## src/rtl/mux_nx1_scan.sv

```systemverilog
// Registered N:1 multiplexer with manual select and a handshaked auto-scan of all channels.
// Define MUX_SCAN_ABORT_EN to add an abort input that cancels a scan in progress.
module mux_nx1_scan #(
    parameter int SEL_W = 4,
    parameter int W     = 1
) (
    input  logic                        clk,
    input  logic                        rst,
    input  logic [(2**SEL_W)*W-1:0]     di,
    input  logic [SEL_W-1:0]            si,
    input  logic                        mode,
    input  logic                        start,
    output logic [W-1:0]                y,
    output logic [SEL_W-1:0]            ch,
    output logic                        y_valid,
    input  logic                        y_rdy,
`ifdef MUX_SCAN_ABORT_EN
    input  logic                        abort,
`endif
    output logic                        busy,
    output logic                        done
);

    localparam int N = 2**SEL_W;
    localparam logic [SEL_W-1:0] CH_LAST = SEL_W'(N - 1);

    typedef enum logic [1:0] {
        IDLE,
        SCAN,
        DONE
    } state_t;

    state_t             state_q, state_d;
    logic [W-1:0]       y_q, y_d;
    logic [SEL_W-1:0]   ch_q, ch_d;
    logic               y_valid_q, y_valid_d;

    logic [W-1:0]       chan [N];
    logic [SEL_W-1:0]   ch_nxt;
    logic               xfer;
    logic               abort_req;

    for (genvar k = 0; k < N; k++) begin : g_chan
        assign chan[k] = di[k*W +: W];
    end

`ifdef MUX_SCAN_ABORT_EN
    assign abort_req = abort;
`else
    assign abort_req = 1'b0;
`endif

    assign ch_nxt = ch_q + SEL_W'(1);
    assign xfer   = y_valid_q && y_rdy;

    // NOTE: every variable gets its hold value first, so no path through the
    // case statement can leave one unassigned and infer a latch.
    always_comb begin
        state_d   = state_q;
        y_d       = y_q;
        ch_d      = ch_q;
        y_valid_d = y_valid_q;

        unique case (state_q)
            IDLE: begin
                if (!mode) begin
                    y_d       = chan[si];
                    ch_d      = si;
                    y_valid_d = 1'b1;
                end else if (start) begin
                    state_d   = SCAN;
                    y_d       = chan[0];
                    ch_d      = '0;
                    y_valid_d = 1'b1;
                end else begin
                    y_valid_d = 1'b0;
                end
            end

            SCAN: begin
                // Abort wins over a same-cycle transfer; y and ch keep the last sample.
                if (abort_req) begin
                    state_d   = IDLE;
                    y_valid_d = 1'b0;
                end else if (xfer) begin
                    if (ch_q == CH_LAST) begin
                        state_d   = DONE;
                        y_valid_d = 1'b0;
                    end else begin
                        y_d  = chan[ch_nxt];
                        ch_d = ch_nxt;
                    end
                end
            end

            DONE: begin
                state_d = IDLE;
            end

            default: begin
                state_d   = IDLE;
                y_valid_d = 1'b0;
            end
        endcase
    end

    // NOTE: state registers use non-blocking assignments so all of them update
    // together from the values computed before the edge.
    always_ff @(posedge clk) begin
        if (rst) begin
            state_q   <= IDLE;
            y_q       <= '0;
            ch_q      <= '0;
            y_valid_q <= 1'b0;
        end else begin
            state_q   <= state_d;
            y_q       <= y_d;
            ch_q      <= ch_d;
            y_valid_q <= y_valid_d;
        end
    end

    assign y       = y_q;
    assign ch      = ch_q;
    assign y_valid = y_valid_q;
    assign busy    = (state_q == SCAN) || (state_q == DONE);
    assign done    = (state_q == DONE);

endmodule
```

## config.mk

```make
export PLATFORM = sky130hd
export DESIGN_NAME = mux_nx1_scan
export DESIGN_NICKNAME = d
export VERILOG_FILES = /design/src/rtl/mux_nx1_scan.sv
export SDC_FILE = /design/constraint.sdc
export NUM_CORES = 1
export LEC_CHECK = 0
export BUFFER_PORTS_ARGS = -buffer_cell sky130_fd_sc_hd__buf_2
export CAP_MARGIN = 20
export CORE_MARGIN = 2
export CORE_UTILIZATION = 30
export CTS_BUF_LIST = sky130_fd_sc_hd__clkbuf_4
export DETAILED_ROUTE_END_ITERATION = 6
export SLEW_MARGIN = 10
export SYNTH_ARGS = -nofsm -noshare
export SYNTH_HDL_FRONTEND = slang
export SYNTH_SLANG_ARGS = --single-unit
export TNS_END_PERCENT = 100
```

## constraint.sdc

```tcl
create_clock -name clk -period 2.49 [get_ports clk]
set_clock_uncertainty 0.15 [all_clocks]
set_input_delay 0.249 -clock clk [delete_from_list [all_inputs] [get_ports clk]]
set_output_delay 0.249 -clock clk [all_outputs]
set_load 0.02 [all_outputs]
```

==> flow_summary_export.csv <==
group,metric,value,unit
sta,setup_viol,0,
finish,regArea,160.2,um2
clocking,path_clk_slew,0.06,ns
global_route,grt_usage,13.78,%
place,place.detailed.hpwl,1627,um
die,start_util,31.78,%
drt,firstDrtPassIters,4,
power,ir_drop,301.6,uV
global_route,met3_usage,5.855,%
global_route,grt_overflow,0,
yosys,syn-instance-count,81,
yosys,yosysSeqAreaShare,20.16,%
global_route,grt_max_degree,16,
flow_run,maxCapViolations,0,
drt,detail-route-antenna-nets,0,
power,p_leak,0.0004497,uW
finish,final_util,40.54,%
power,powerDensity,498.5,nW/um2
global_route,top_usage_layer,"met2",
clocking,cts_buffer_depth,2,
sta,period_needed,1.937,ns
worst_hold_path,holdCritPathClass,"input pin to register",
global_route,grt_pass1_wl,3387,um
clocking,cts_buffers,3,
finish,mostFrequentLayoutCell,"buf_2",
sta,fin_hold_ws,0.1253,ns
clocking,cts.hold.buffers_added,0,
outcome,outcome,"completed",
sta,hold_violations,0,
yosys,synth_seq_cells,8,
setup_path,cpMaxStageDelayCell,"ha_1",
finish,nets,146,
setup_path,crit_path_start_kind,"register",
finish,final.fill_count,262,
finish,n_antenna_cell,0,
finish,multi_input_area,591.8,um2
sta,rsz0062_at_grt,"no",
finish,layout-drive-gt1-share,39.13,%
setup_path,cp-end-kind,"register",
yosys,yosysWarnings,0,
global_route,antenna_found_initial,0,
setup_path,cp_max_fo,15,
clocking,clk_latency,0.26,ns
sta,slew_viol_final,0,
die,die_w,55.46,um
die,num_rows,18,
drt,drtIter0Drc,34,
setup_path,crit_type,"register to register",
global_route,grt_pass1_vias,789,
drt,wl_per_cell,14.33,um
sta,max_freq,0.5163,GHz
sta,setup_tns,0,ns
drt,drt-total-wl,2078,um
die,coreArea,2500,um2
yosys,synth_nets,110,
place,port-buffer-count,32,
clocking,post_cts_buffers,0,
finish,mostFrequentLayoutCells,"32 x buf_2, 8 x a21oi_1, 8 x dfxtp_1",
setup_path,cp.arrival,1.95,ns
die,dieArea,3076,um2
die,num_io_pins,33,
yosys,synthesis.area,794.5,um2
clocking,cts-root-buf,"clkbuf_4",
clocking,cts_tree,"done",
drt,remaining_drc_errors,0,
setup_path,critPathMaxStageDelay,0.49,ns
sta,tightest_slew,0.5176,ns
die,fp.dieH,55.46,um
global_route,met1_usage,16.83,%
drt,num_vias,826,
clocking,numClockSinks,8,
drt,drt-vias-per-instance,5.697,
yosys,ys_types,37,
yosys,syn_avg_cell_area,9.809,um2
place,placed_cells,142,
clocking,cts_resized,0,
global_route,grt.met2_usage,22.79,%
sta,max_slew_margin,65.49,%
setup_path,cp_cell_sequence,"inv_1 -> ha_1 -> nor2_1 -> a31oi_1 -> buf_4 -> a21oi_1 -> a311oi_1",
sta,fin_crit_sh,77.79,%
place,gp_congestion,0.8344,
setup_path,cp.required,2.50,ns
finish,syn_to_final_growth,27.56,%
clocking,htreeDepth,1,
finish,instances_no_fill,145,
==> final cells by class <==
cell class	count	area share (%)
tap	30	3.704
clock buffer	3	2.222
multi-input combinational	64	58.40
sequential	8	15.80
inverter	5	1.852
timing repair buffer	35	18.02
==> worst paths after layout <==
| kind | start | to | slack [ns] | cells after the start |
|---|---|---|---|---|
| max | state_q[1] | ch[0] | 0.55 | 7 |
| min | rst | state_q[1] | 0.13 | 2 |
| max reg2reg | state_q[1] | ch[0] | 0.55 | 7 |
| min reg2reg | y_valid | y_valid | 0.34 | 2 |
==> critical path: cells and delay by family (launching register included) <==
kind | cells | cell delay (ns)
AO/OA/AOI/OAI | 3 | 0.50
flip-flops | 1 | 0.31
AND/OR/NAND/NOR | 1 | 0.09
buffers and inverters | 2 | 0.29
adder cells (fa/ha/maj) | 1 | 0.49
==> cells in the mapped netlist (all sizes together) <==
master	count	share of area (%)
a21oi	8	5.0
dfxtp	8	20
mux4	8	25
nand3	6	3.8
inv	5	2.4
ha	4	6.3
nand2	4	1.9
a311oi	3	3.3
buf	3	2.5
mux2i	3	3.8
nor2	3	1.4
o21ai	3	1.9
a22oi	2	1.9
a31o	2	2.2
nand2b	2	1.6
xor2	2	2.2
a2111o	1	1.4
a21o	1	0.95
a221oi	1	1.1
a31oi	1	0.79
a32o	1	1.3
a32oi	1	1.1
and3	1	0.79
clkbuf	1	0.47
mux2	1	1.4
nor2b	1	0.79
nor3	1	0.63
nor3b	1	0.95
o2111a	1	1.4
o21a	1	0.95
xnor2	1	1.1
==> flip-flops by register name (all words and copies together) (netlist names) <==
register and cells:
ch 4, y_valid 1, y 1, state_q 2
==> per-layer routing <==
layer	vias to the layer above	share of wire, %
li1	393	-
met1	396	45
met2	35	48
met3	2	6.9
met4	0	0.43
met5	-	0
==> power breakdown <==
group	switching, uW	total, uW	internal (uW)
sequential	19.8	164	145
combinational	119	235	116
clock	50.3	106	55.6
==> through the flow <==
step / power (uW) / setup WS (ns) / area (um2)
floorplan: 327.9 / 0.5945 / 794.5
global placement: 399.1 / 0.5532 / 991.0
detailed placement: 403.0 / 0.5588 / 991.0
CTS: 509.6 / 0.5451 / 1013
global route: 542.0 / 0.3990 / 1013
finish: 505.3 / 0.5531 / 1013
==> cell families (layout without fill, tap and decap cells) <==
group | Yosys count | in the layout | share of synthesized area [%]
compound gates | 26 | 26 | 23.31
xor+xnor | 3 | 3 | 3.308
fa+ha+maj | 4 | 4 | 6.299
buf+inv | 9 | 43 | 5.352
flops | 8 | 8 | 20.16
mux | 12 | 12 | 29.76
simple gates | 19 | 19 | 11.81
Power figures use the tool's default switching activity.
